## config.mk

```make
export PLATFORM = sky130hd
export DESIGN_NAME = seg_decode_fifo
export DESIGN_NICKNAME = d
export VERILOG_FILES = /design/src/rtl/seg_decode_fifo_pkg.sv /design/src/rtl/seg_decode_fifo_rise_edge.sv /design/src/rtl/seg_decode_fifo.sv
export SDC_FILE = /design/constraint.sdc
export NUM_CORES = 1
export LEC_CHECK = 0
export ABC_CLOCK_PERIOD_IN_PS = 2300
export BUFFER_PORTS_ARGS = -buffer_cell sky130_fd_sc_hd__buf_2
export CAP_MARGIN = 30
export CORE_MARGIN = 1
export CORE_UTILIZATION = 45
export DETAILED_ROUTE_END_ITERATION = 10
export PLACE_DENSITY = 0.67
export SLEW_MARGIN = 20
export SYNTH_ARGS = -nofsm -noshare
export SYNTH_HDL_FRONTEND = slang
export SYNTH_SLANG_ARGS = --single-unit
```

## constraint.sdc

```tcl
create_clock -name clk -period 2.3 [get_ports clk]
set_input_delay 0.46 -clock clk [delete_from_list [all_inputs] [get_ports clk]]
set_output_delay 0.46 -clock clk [all_outputs]
set_load 0.005 [all_outputs]
```

## src/rtl/seg_decode_fifo_pkg.sv

```systemverilog
// Segment codes, capture-FSM states and the segment-to-BCD decoder shared by
// the seven-segment receive path.
package seg_pkg;

  localparam logic [6:0] SEG_0     = 7'h40;
  localparam logic [6:0] SEG_1     = 7'h79;
  localparam logic [6:0] SEG_2     = 7'h24;
  localparam logic [6:0] SEG_3     = 7'h30;
  localparam logic [6:0] SEG_4     = 7'h19;
  localparam logic [6:0] SEG_5     = 7'h12;
  localparam logic [6:0] SEG_6     = 7'h02;
  localparam logic [6:0] SEG_7     = 7'h78;
  localparam logic [6:0] SEG_8     = 7'h00;
  localparam logic [6:0] SEG_9     = 7'h10;
  localparam logic [6:0] SEG_BLANK = 7'h7F;

  typedef enum logic [1:0] {
    IDLE = 2'd0,
    WAIT = 2'd1,
    HOLD = 2'd2
  } cap_state_t;

  typedef struct packed {
    logic       valid;
    logic       blank;
    logic [3:0] digit;
  } seg_dec_t;

  function automatic seg_dec_t seg_decode(input logic [6:0] seg);
    seg_dec_t d;
    d       = '0;
    d.valid = 1'b1;
    case (seg)
      SEG_0:     d.digit = 4'd0;
      SEG_1:     d.digit = 4'd1;
      SEG_2:     d.digit = 4'd2;
      SEG_3:     d.digit = 4'd3;
      SEG_4:     d.digit = 4'd4;
      SEG_5:     d.digit = 4'd5;
      SEG_6:     d.digit = 4'd6;
      SEG_7:     d.digit = 4'd7;
      SEG_8:     d.digit = 4'd8;
      SEG_9:     d.digit = 4'd9;
      SEG_BLANK: begin
        d.valid = 1'b0;
        d.blank = 1'b1;
      end
      default:   d.valid = 1'b0;
    endcase
    return d;
  endfunction

endpackage

```

## src/rtl/seg_decode_fifo_rise_edge.sv

```systemverilog
// Registered sample of a debounced level plus a one-cycle rising-edge pulse.
module rise_edge (
  input  logic clk,
  input  logic rst_n,
  input  logic level,
  output logic rise
);

  logic level_q;

  always_ff @(posedge clk or negedge rst_n) begin
    if (!rst_n) level_q <= 1'b0;
    else        level_q <= level;
  end

  assign rise = level & ~level_q;

endmodule

```

## src/rtl/seg_decode_fifo.sv

```systemverilog
// Segment-pattern capture, decode and ring buffer drained by rd edges.
// Stability filter is compiled in with `define SEG_DECODE_FIFO_STABLE_EN.
//
// state | meaning
// IDLE  | seg_vld low, nothing latched
// WAIT  | pattern latched, waiting for it to prove stable
// HOLD  | pattern accepted once, ignoring it until it changes or drops
module seg_decode_fifo #(
  parameter int unsigned STABLE = 8,
  parameter int unsigned DEPTH  = 3
) (
  input  logic       clk,
  input  logic       rst_n,
  input  logic [6:0] seg_in,
  input  logic       seg_vld,
  input  logic       rd,
  output logic [3:0] data_out,
  output logic       data_vld,
  output logic       empty,
  output logic       full,
  output logic       ovf,
  output logic [3:0] err_cnt
);
  import seg_pkg::*;

  localparam int unsigned PW = (DEPTH > 2) ? $clog2(DEPTH) : 1;
  localparam int unsigned CW = $clog2(DEPTH + 1);

  if (DEPTH < 2 || DEPTH > 8 || STABLE == 0) begin : g_bad_param
    $error("seg_decode_fifo: DEPTH must be 2..8 and STABLE nonzero");
  end

  cap_state_t    state, state_nxt;
  logic [6:0]    seg_ref;
  logic          latch, accept, stable_done;
  logic          rd_rise, push, pop, err_inc;
  seg_dec_t      dec;
  logic [3:0]    mem [DEPTH];
  logic [PW-1:0] wr_ptr, rd_ptr;
  logic [CW-1:0] count;

  rise_edge u_rd_edge (
    .clk   (clk),
    .rst_n (rst_n),
    .level (rd),
    .rise  (rd_rise)
  );

`ifdef SEG_DECODE_FIFO_STABLE_EN
  localparam int unsigned SW = (STABLE > 1) ? $clog2(STABLE) : 1;
  logic [SW-1:0] stable_cnt;

  // Down-counter reloaded on every latch; terminal count marks a stable pattern.
  always_ff @(posedge clk or negedge rst_n) begin
    if (!rst_n)                                     stable_cnt <= '0;
    else if (latch)                                 stable_cnt <= SW'(STABLE - 1);
    else if (state == WAIT && stable_cnt != '0)     stable_cnt <= stable_cnt - 1'b1;
  end
  assign stable_done = (stable_cnt == '0);
`else
  assign stable_done = 1'b1;
`endif

  always_ff @(posedge clk or negedge rst_n) begin
    if (!rst_n) begin
      state   <= IDLE;
      seg_ref <= '0;
    end else begin
      state <= state_nxt;
      if (latch) seg_ref <= seg_in;
    end
  end

  always_comb begin
    state_nxt = state;
    latch     = 1'b0;
    accept    = 1'b0;
    case (state)
      IDLE: if (seg_vld) begin
        latch     = 1'b1;
        state_nxt = WAIT;
      end
      WAIT: begin
        if (!seg_vld)                state_nxt = IDLE;
        else if (seg_in != seg_ref)  latch     = 1'b1;
        else if (stable_done) begin
          accept    = 1'b1;
          state_nxt = HOLD;
        end
      end
      HOLD: begin
        if (!seg_vld) state_nxt = IDLE;
        else if (seg_in != seg_ref) begin
          latch     = 1'b1;
          state_nxt = WAIT;
        end
      end
      default: state_nxt = IDLE;
    endcase
  end

  assign dec     = seg_decode(seg_ref);
  assign push    = accept & dec.valid;
  assign err_inc = accept & ~dec.valid & ~dec.blank;
  assign pop     = rd_rise & (count != '0);
  assign empty   = (count == '0);
  assign full    = (count == CW'(DEPTH));

  function automatic logic [PW-1:0] ptr_inc(input logic [PW-1:0] p);
    return (p == PW'(DEPTH - 1)) ? '0 : p + 1'b1;
  endfunction

  always_ff @(posedge clk) begin
    if (push) mem[wr_ptr] <= dec.digit;
  end

  // A push into a full buffer drops the oldest entry unless a pop frees it first.
  always_ff @(posedge clk or negedge rst_n) begin
    if (!rst_n) begin
      wr_ptr   <= '0;
      rd_ptr   <= '0;
      count    <= '0;
      data_out <= '0;
      data_vld <= 1'b0;
      ovf      <= 1'b0;
      err_cnt  <= '0;
    end else begin
      data_vld <= pop;
      if (pop)                 data_out <= mem[rd_ptr];
      if (push)                wr_ptr   <= ptr_inc(wr_ptr);
      if (pop || (push && full)) rd_ptr <= ptr_inc(rd_ptr);
      if (push && !pop && !full) count  <= count + 1'b1;
      else if (pop && !push)     count  <= count - 1'b1;
      if (push && full && !pop)  ovf    <= 1'b1;
      if (err_inc && err_cnt != 4'hF) err_cnt <= err_cnt + 1'b1;
    end
  end

endmodule

```

---- Yosys cells after proc, flatten, opt, wreduce, memory -nomap -nowiden ----
Memories as Yosys holds them, arrays and structs flattened. A register that Yosys moved wholly into a read port is not among the register bits.
Cells that the tools add are included.
storage, ports and cells
  bits in latches ......................... 0
  word-level logic and storage cells ...... 84
  bits in read-only memories .............. 0
  bits in registers ....................... 22
  input bits .............................. 11
  memories kept ........................... 1
  RAM bits ................................ 12
cells by class
  magnitude comparators ................... 0
  div/mod/pow operators ................... 0
  bitwise logic cells ..................... 8
  multiplexer cells ....................... 22
  multipliers ............................. 0
  eq/ne operators ......................... 20
  shift-type cells ........................ 0
  reductions and logical operators ........ 19
  add/subtract/negate cells ............... 5
memories
  memory  depth  width  read ports  clocked after Yosys merged registers in  wr ports  RTL line               RTL
  mem     3      4      1           1                                        1         seg_decode_fifo.sv:38  logic [3:0] mem [DEPTH];
operator list
  cell                                                  number
  one-hot mux 4 bit (9 select lines)                    1
  equality test 7 bit (second input constant)           4
  equality test 7 x 5 -> 1 bit (second input constant)  3
  two-way mux 2 bit                                     9
  equality test 7 x 6 -> 1 bit (second input constant)  2
  two-way mux 1 bit                                     10
  OR reduction 10 bit                                   1
  equality test 2 bit (second input constant)           4
  equality test 7 x 2 -> 1 bit (second input constant)  1
  logical NOT 7 bit                                     1
  != test 7 bit                                         1
  adder 2 x 1 -> 2 bit (second input constant)          3
  logical AND 1 bit                                     6
  != test 3 bit (second input constant)                 2
  one-hot mux 2 bit (3 select lines)                    1
  AND 1 bit                                             5
  adder 4 x 1 -> 4 bit (second input constant)          1
  logical NOT 1 bit                                     4
  logical NOT 2 bit                                     2
  != test 4 bit (second input constant)                 1
  nonzero test 2 bit                                    2
  NOT 1 bit                                             3
  AND reduction 3 bit                                   1
  equality test 2 x 1 -> 1 bit (second input constant)  1
  5 further kinds                                       5

---- Depth between registers and ports, before layout ----
Gate-level depths: netlist of run 1.
  word-level depth ........................ 9
  mapped depth ............................ 7
  mapped depth without buffers ............ 7

---- Modules after synthesis ----
Synthesis of run 1 repeated with hierarchy kept, for this count alone.
second synthesis, totals
  cells, all modules ...................... 183
  area, all modules ....................... 2,065.7 sq um
modules (own cells, without submodules)
  module           area an instance (sq um)  instances  seq. area each (sq um)  cells an instance
  seg_decode_fifo  2,026.9                   1          985.9                   181
  rise_edge        38.8                      1          25.0                    2

---- Worst setup path before layout of run 1 ----
OpenSTA, ideal clock, no wires.
  path type ............................... register to register
  start point ............................. register seg_ref[4]
  end point ............................... memory mem[2][0], enable pin
  setup slack ............................. 0.111 ns
  cell stages (with the launch flop) ...... 7
  arrival ................................. 1.822 ns
  cells stage by stage .................... dfrtp_1 buf_6 xor2_2 nor4_4 nor4b_4 o21ai_4 nor3b_1
between the ends
  word-level cells in the longest chain between the ends .. 7
  elaborated cells on any way between the ends .. 19
  those cells by class .................... eq/ne: 10; mux: 6; bitwise: 1; reduce/logical: 2
RTL lines
  item                                         RTL line                RTL
  start, declared                              seg_decode_fifo.sv:34   logic [6:0] seg_ref;
  start signal, assigned                       seg_decode_fifo.sv:70   if (latch) seg_ref <= seg_in;
  != test 7 bit                                seg_decode_fifo.sv:85   else if (seg_in != seg_ref) latch = 1'b1;
  two-way mux 1 bit                            seg_decode_fifo.sv:85
  two-way mux 1 bit                            seg_decode_fifo.sv:84   if (!seg_vld) state_nxt = IDLE;
  two-way mux 1 bit                            seg_decode_fifo.sv:78   case (state)
  AND 1 bit (*)                                seg_decode_fifo.sv:103  assign push = accept & dec.valid;
  two-way mux 1 bit (*)                        seg_decode_fifo.sv:114  if (push) mem[wr_ptr] <= dec.digit;
  two-way mux 1 bit (implied by the code) (*)  seg_decode_fifo.sv:114
  end, declared                                seg_decode_fifo.sv:38
Every way passes the cells marked *; elsewhere a longest branch is shown, timed or not.

---- Final worst setup path of run 1 ----
  start point ............................. register seg_ref[6]
  end point ............................... memory mem[2][2], enable pin
The elaborated chain is that of the path after synthesis.

==> summary.md, run 1 <==
| Metric | Value |
|---|---|
| Post-synth EDFFs | `12` |
| Leakage | `1.02 nW` |
| Share of the synthesized area in the top cell type | `0.325` |
| Dpl hpwl | `between 2 and 3 mm` |
| Post-Synth XOR/XNOR Area | `0.0563` |
| Routed len/inst | `14.2 um` |
| Hold-fix buffers at CTS | `0` |
| DRC | `0` |
| Post-Synth Adder-Cell Area | `0.0313` |
| Max-slew violations | `0` |
| # IOs | `23` |
| Detail Route Antenna Nets | `0` |
| Hold/Removal Path Class | `in2async` |
| DRT Pass-1 Iters | `4` |
| WL final | `3.53 mm` |
| Compound-Gate Fraction of Synth Area | `0.105` |
| Clock sinks | `38` |
| Synth area leaders | `dfrtp_1, edfxtp_1, mux2_2` |
| Synth area leader | `dfrtp_1` |
| Post-synthesis simple-gate area fraction | `0.165` |
| Post-CTS sizing | `0` |
| Worst Max-Slew Pin Slew | `between 0.5 and 0.6 ns` |
| Mux contribution to synthesized area | `0.0951` |
| Initial antenna violation count | `0` |
| Seq/Total Area, Yosys | `0.506` |
| GPL Wtd Cong | `0.776` |
| Height of the die | `about 69 um` |
| Finished Cell Area | `approximately 2300 sq um` |
| Rows | `23` |
| Post-synth cell types | `46` |
| Num CTS Buffers | `5` |
| Largest family of logic cells by synthesized area | `simple AND/OR/NAND/NOR gates` |
| Fin crit period | `around 2.1 ns` |
| TritonCTS clock tree | `yes` |
| Reg2Reg Depth | `6` |
| Final Hold Violating Endpoints | `0` |
| Peak supply drop | `0.611 mV` |
| CP Max Fanout | `11` |
| Clk root buf | `clkbuf_8` |
| Reg clk slew, reported paths | `about 0.080 ns` |
| Worst setup SP type | `flop` |
| Starting DRT DRC Count | `29` |
| Mapped Area | `2000 sq um` |
| Status | `complete, no violations` |
| Vias/cell | `~5.4` |
| Worst hold slack | `between 0.15 and 0.2 ns` |
| Number of synthesized register bits | `38` |
| Worst Path Arrival | `about 2.1 ns` |
| Syn nets | `189` |
| Crit Path Class | `reg2reg` |
| Setup bufs post-CTS | `0` |
| Unrepaired setup endpoints after global routing | `false` |
| Most common cell after layout, fill and taps aside | `dfrtp_1` |
| Power after layout | `approximately 2.5 mW` |
| Largest net degree at the start of global routing | `27` |
| Initial core utilization | `0.482` |
| Max Freq | `around 0.47 GHz` |
| Pwr dens | `1090 nW/um^2` |
| Post-synth ARST share | `0.684` |
| Worst setup EP type | `flop` |
| Ratio of final minimum period to clock period | `0.916` |
| Max_slew headroom | `0.597` |
| Synthesized area per cell | `between 10 and 15 sq um` |
| Die Wd | `68.7 um` |
| Placed Instance Area | `2160 sq um` |
| Total grt overflow | `0` |
| DIE AREA | `between 4000 and 5000 sq um` |
| Cell count after synthesis | `173` |
| Vias in the first global route | `between 1k and 1.5k` |
| CP Data Required Time | `between 2 and 2.5 ns` |
| Core box area | `~4100 sq um` |
| Fin nets | `214` |
| Global-route wire length before repair | `around 6 mm` |
| GRT Overall Usage | `0.180` |
| Main flop type after synthesis | `dfrtp_1` |
| # diodes | `0` |
| Setup Skew | `around 0.011 ns` |
| Port bufs | `22` |
| Layout cells sized above 1 | `0.296` |
| Final setup violation count | `0` |
| Warnings, synthesis | `0` |
| Most frequent cells in the layout | `dfrtp_1, buf_2, nor2_1, edfxtp_1, nand2_1` |
| Via Count | `approximately 1.3k` |
| H-tree depth | `2` |
| Clock Path Buffers | `2` |
| Worst skew pair latency | `0.29 ns` |
| Area grow syn2layout | `13.1%` |
| Max Cap Violations | `0` |
-- metrics by stage --
stage,setup TNS (ns),std cells,util,setup WS [ns]
2_1_floorplan,0,173,-,0.111
3_3_place_gp,0,241,0.522,0.0760
3_5_place_dp,-0.0544,241,0.522,-0.0136
4_1_cts,0,249,0.542,0.0699
5_1_grt,0,249,0.546,0.00811
6_report,0,249,0.546,0.192
-- final timing paths --
path,startpoint,endpoint,slack (ns)
max,seg_ref[6],mem[2][2],0.19
min,rst_n,data_out[2],0.16
max reg2reg,seg_ref[6],mem[2][2],0.19
min reg2reg,ovf,ovf,0.46
max in group asynchronous,rst_n,seg_ref[6],1.71
min in group clk,rd,u_rd_edge.level_q,0.30
-- where the power goes --
part / internal, mW / leakage (nW) / switching [mW] / total, mW
logic: 0.474 / 0.544 / 0.472 / 0.945
registers: 0.865 / 0.433 / 0.222 / 1.09
clock network: 0.210 / 0.0450 / 0.228 / 0.438
-- metal layers --
layer  track usage  routed length (um)  vias up
met3        0.0526                 131        9
met2         0.342                1880       32
met1         0.174                1430      643
met4        0.0911                  86        0
li1              -                   -      665
met5             0                   0        -
-- cells in the mapped netlist (3+ instances only) --
cell type and n:
dfrtp_1 26, a21oi_1 8, nand2b_1 3, ha_1 5, o22ai_1 3, buf_2 6, mux2i_1 7, xor2_1 6
edfxtp_1 12, nor3b_1 3, nor2_1 12, nor2b_1 3, xnor2_1 5, o21ai_0 6, mux2_2 8, clkbuf_1 3
inv_1 8, nand2_1 11
-- cell type report --
type	instances	area, sq um
Inverter	8	30.0
Tap cell	50	62.6
Sequential cell	38	1010
Clock inverter	2	10.0
Clock buffer	6	72.6
Timing Repair Buffer	28	155
Fill cell	360	1880
Multi-Input combinational cell	117	918
-- flip-flops by register name (all words and copies together), names as in the netlist --
signal             cells
count                  2
data_out               4
data_vld               1
err_cnt                4
mem                   12
ovf                    1
rd_ptr                 2
seg_ref                7
state                  2
u_rd_edge.level_q      1
wr_ptr                 2
-- critical path: stages, from the launching register on --
cell and delay [ns]:
dfrtp_2 0.48, xor2_1 0.19, nor4_4 0.25, nor4b_4 0.36, o21ai_4 0.18, nor3b_1 0.21, buf_4 0.16
-- cell families (layout without fill, tap and decap cells) --
| family | Yosys count | after routing |
|---|---|---|
| AND/OR/NAND/NOR | 53 | 53 |
| adder cells (fa/ha/maj) | 5 | 5 |
| buffers and inverters | 18 | 44 |
| flip-flops | 38 | 38 |
| multiplexers | 17 | 17 |
| XOR/XNOR | 12 | 12 |
| AO/OA/AOI/OAI | 30 | 30 |
(Power assumes the default switching activity.)
==> run 2, diff against run 1 <==
--- a/config.mk
+++ b/config.mk
@@ -11,8 +11,9 @@
 export CORE_MARGIN = 1
 export CORE_UTILIZATION = 45
 export DETAILED_ROUTE_END_ITERATION = 10
-export PLACE_DENSITY = 0.67
+export PLACE_DENSITY = 0.66
 export SLEW_MARGIN = 20
 export SYNTH_ARGS = -nofsm -noshare
 export SYNTH_HDL_FRONTEND = slang
+export SYNTH_HIERARCHICAL = 1
 export SYNTH_SLANG_ARGS = --single-unit
==> run 2 against run 1 <==
Critical path depth stayed put. Utilization is 0.62 points lower. Critical path type unchanged. Largest power group unchanged. Wire length is 11% higher. Register-to-register slack worse by 0.095 ns. First-iteration DRC count grew to 2.6 times the previous value. Hold slack better by 0.0020 ns. Final cell count is 5.2% higher.
==> summary.md, run 2 <==
| Metric | Value |
|---|---|
| Core box area | `4380 sq um (+5.8%)` |
| Initial antenna violation count | `0 (unchanged)` |
| Post-synth EDFFs | `12 (unchanged)` |
| Initial core utilization | `0.471 (-0.0113)` |
| Psw | `1.03 mW (+11%)` |
| Largest Register | `mem` |
| WL final | `3.92 mm (+11%)` |
| Switching share of power | `0.360 (-0.0133)` |
| Max-slew violations | `0 (unchanged)` |
| Post-synth cell types | `50 (+8.7%)` |
| DRC | `0 (unchanged)` |
| DRT Pass-1 Iters | `4 (unchanged)` |
| Height of the die | `69.8 um (+1.6%)` |
| # diodes | `0 (unchanged)` |
| Pwr dens | `1210 nW/um^2 (+10%)` |
| Peak supply drop | `0.700 mV (+15%)` |
| Main flop type after synthesis | `dfrtp_1` |
| Status | `complete, no violations` |
| Reg2Reg Depth | `6 (unchanged)` |
| Vias in the first global route | `1451 (+4.5%)` |
| Rows | `24 (+4.3%)` |
| Final setup TNS | `0 ns (unchanged)` |
| Max reg flops | `12 (unchanged)` |
| CP Cell Sequence | `mux2_2 -> o32ai_1 -> a221o_4 -> nand2_2 -> nor3b_1 -> buf_4` |
| Met3 Use GR | `0.0625 (+0.00987)` |
| Final setup violation count | `0 (unchanged)` |
| Share of the synthesized area in the top cell type | `0.315 (-0.0104)` |
| Area grow syn2layout | `14.5%` |
| Crit-path slowest cell | `dfrtp_1` |
| # IOs | `23 (unchanged)` |
| Clk network pwr share | `0.239 (+0.062)` |
| Largest stage delay, worst path | `0.50 ns (+0.02 ns)` |
| Final Hold Violating Endpoints | `0 (unchanged)` |
| Cell count after synthesis | `183 (+5.8%)` |
| Unrepaired setup endpoints after global routing | `false` |
| Worst setup EP type | `flop` |
| Starting DRT DRC Count | `74 (+160%)` |
| Synth area leaders | `dfrtp_1, edfxtp_1, mux2_2` |
| Seq/Total Area, Yosys | `0.489 (-0.0162)` |
| Met1 usage | `0.190 (+0.0156)` |
| TritonCTS clock tree | `yes` |
| Leakage | `1.02 nW (-0.46%)` |
| Biggest regs | `mem x12, seg_ref x7` |
| Global-route wire length before repair | `6.55 mm (+9.5%)` |
| Fillers | `397 (+10%)` |
| Reg clk slew, reported paths | `0.08 ns (about the same)` |
| Fin nets | `225 (+5.1%)` |
| List of most frequent post-synthesis cells | `dfrtp_1, nor2_1, edfxtp_1, nand2_1` |
| Vias/cell | `5.60 (+3.4%)` |
| Dpl hpwl | `2.92 mm (+10%)` |
| Hold-fix buffers at CTS | `0 (unchanged)` |
| Ratio of final minimum period to clock period | `0.958 (+0.0415)` |
| Warnings, synthesis | `6 (+6)` |
| Most frequent cell after synthesis | `dfrtp_1` |
| Clock Path Buffers | `2 (unchanged)` |
| Worst Max-Slew Pin Slew | `0.598 ns (-0.00151 ns)` |
| Setup bufs post-CTS | `0 (unchanged)` |
| Final core utilization | `0.539 (-0.00621)` |
| Syn nets | `199 (+5.3%)` |
| Max_slew headroom | `0.601 (+0.00470)` |
| Detail Route Antenna Nets | `0 (unchanged)` |
| Power share of the combinational group | `0.364 (-0.019)` |
| Fin crit period | `2.20 ns (+0.0954 ns)` |
| Seq pwr share | `0.397 (-0.043)` |
| Layout cells sized above 1 | `0.281 (-0.0155)` |
| Routed len/inst | `15.0 um (+5.8%)` |
| CP Max Fanout | `8 (-3)` |
| Clk root buf | `clkbuf_8` |
| DIE AREA | `4870 sq um (+3.2%)` |
| Mux contribution to synthesized area | `0.0951 (about the same)` |
| Post-synth ARST share | `0.684 (unchanged)` |
| Gr busiest metal | `met2` |
| Post-synthesis simple-gate area fraction | `0.172 (+0.00681)` |
| Largest net degree at the start of global routing | `27 (unchanged)` |
| Num CTS Buffers | `5 (unchanged)` |
| Port bufs | `22 (unchanged)` |
| Post-CTS sizing | `0 (unchanged)` |
| Mapped Area | `2070 sq um (+3.3%)` |
| Post-Synth Adder-Cell Area | `0.0303 (-0.00100)` |
| Worst skew pair latency | `0.29 ns (about the same)` |
| Max Cap Violations | `0 (unchanged)` |
| GRT Overall Usage | `0.178 (-0.00194)` |
| Hold/Removal Path Class | `in2async` |
| Via Count | `1467 (+8.7%)` |
| Setup Skew | `0.00317 ns (-0.00812 ns)` |
| Worst setup SP type | `flop` |
| Compound-Gate Fraction of Synth Area | `0.125 (+0.0202)` |
| Max Freq | `0.454 GHz (-4.3%)` |
| Post-Synth XOR/XNOR Area | `0.0466 (-0.00968)` |
| Number of synthesized register bits | `38 (unchanged)` |
| Pint | `1.82 mW (+18%)` |
| H-tree depth | `2 (unchanged)` |
| Crit Path Class | `reg2reg` |
| GPL Wtd Cong | `0.759 (-2.3%)` |
| Die Wd | `69.8 um (+1.6%)` |
| Most common cell after layout, fill and taps aside | `dfrtp_1` |
| Synthesized area per cell | `11.3 sq um (-2.3%)` |
| GR Util met2 | `0.317 (-0.0248)` |
| Most frequent cells in the layout | `dfrtp_1, buf_2, nor2_1` |
| Largest family of logic cells by synthesized area | `simple AND/OR/NAND/NOR gates` |
| Worst Path Arrival | `2.22 ns (+0.09 ns)` |
| Clock sinks | `38 (unchanged)` |
| Total grt overflow | `0 (unchanged)` |
| Synth area leader | `dfrtp_1` |
| CP Data Required Time | `2.31 ns (about the same)` |
==> run 2: cell count changes after synthesis, sizes merged, moves of 3 or more <==
cell	delta
nand4	+3
nand3	+5
inv	-3
o22ai	-3
xor2	-5
xnor2	+4
==> run 2: area by class of cell <==
type / instances / area (sq um) / share of cell area
sequential: 38 / 1010 / 0.428
multi-input combinational: 130 / 970 / 0.410
timing repair buffer: 29 / 163 / 0.0688
clock buffer: 5 / 68.8 / 0.0291
clock inverter: 3 / 68.8 / 0.0291
tap: 52 / 65.1 / 0.0275
inverter: 5 / 18.8 / 0.00794
==> run 2: worst paths after layout <==
kind	slack, ns	start	to
max in group asynchronous	1.74	rst_n	seg_ref[3]
min in group clk	0.29	rd	u_rd_edge/level_q
worst max-delay path	0.1	seg_ref[4]	mem[1][0]
worst max register to register	0.1	seg_ref[4]	mem[1][0]
worst min register to register	0.47	data_out[3]	data_out[3]
worst min-delay path	0.17	rst_n	u_rd_edge/level_q
==> run 2: stage by stage <==
stage	std cells	cell area [sq um]	power [mW]	worst slack [ns]	hold WS, ns
3_3_place_gp	254	2230	2.11	0.169	0.459
6_report	262	2360	2.85	0.0968	0.166
5_1_grt	262	2360	3.05	0.00444	0.193
4_1_cts	262	2360	2.88	0.0843	0.176
3_5_place_dp	254	2230	2.18	0.0979	0.457
2_1_floorplan	183	2070	1.96	0.0547	0.164
==> run 2: power by group through the flow <==
stage,combinational [mW],clock (mW),sequential [mW]
global route,1.15,0.733,1.17
floorplan,0.991,0,0.974
CTS,1.05,0.696,1.13
global placement,1.00,0,1.11
finish,1.04,0.681,1.13
detailed placement,1.04,0,1.14
==> run 2: cells by family (layout without fill, tap and decap cells) <==
kind of cell	count (synthesis)	in the layout
compound gates	33	33
mux	17	17
simple gates	64	64
flops	38	38
xor+xnor	11	11
fa+ha+maj	5	5
buf+inv	15	42
==> run 2: critical path: cells and delay by family, from the launching register on <==
kind                   cells  cell delay (ns)
DFF                        1             0.50
AOI/OAI and AO/OA          2             0.52
muxes                      1             0.38
buffers and inverters      1             0.17
and+or+nand+nor            2             0.35
==> run 2: metal layers <==
metal	part of all wire	wire length (um)
met5	0	0
met3	0.035	138
met4	0.024	96
met2	0.52	2050
met1	0.42	1630
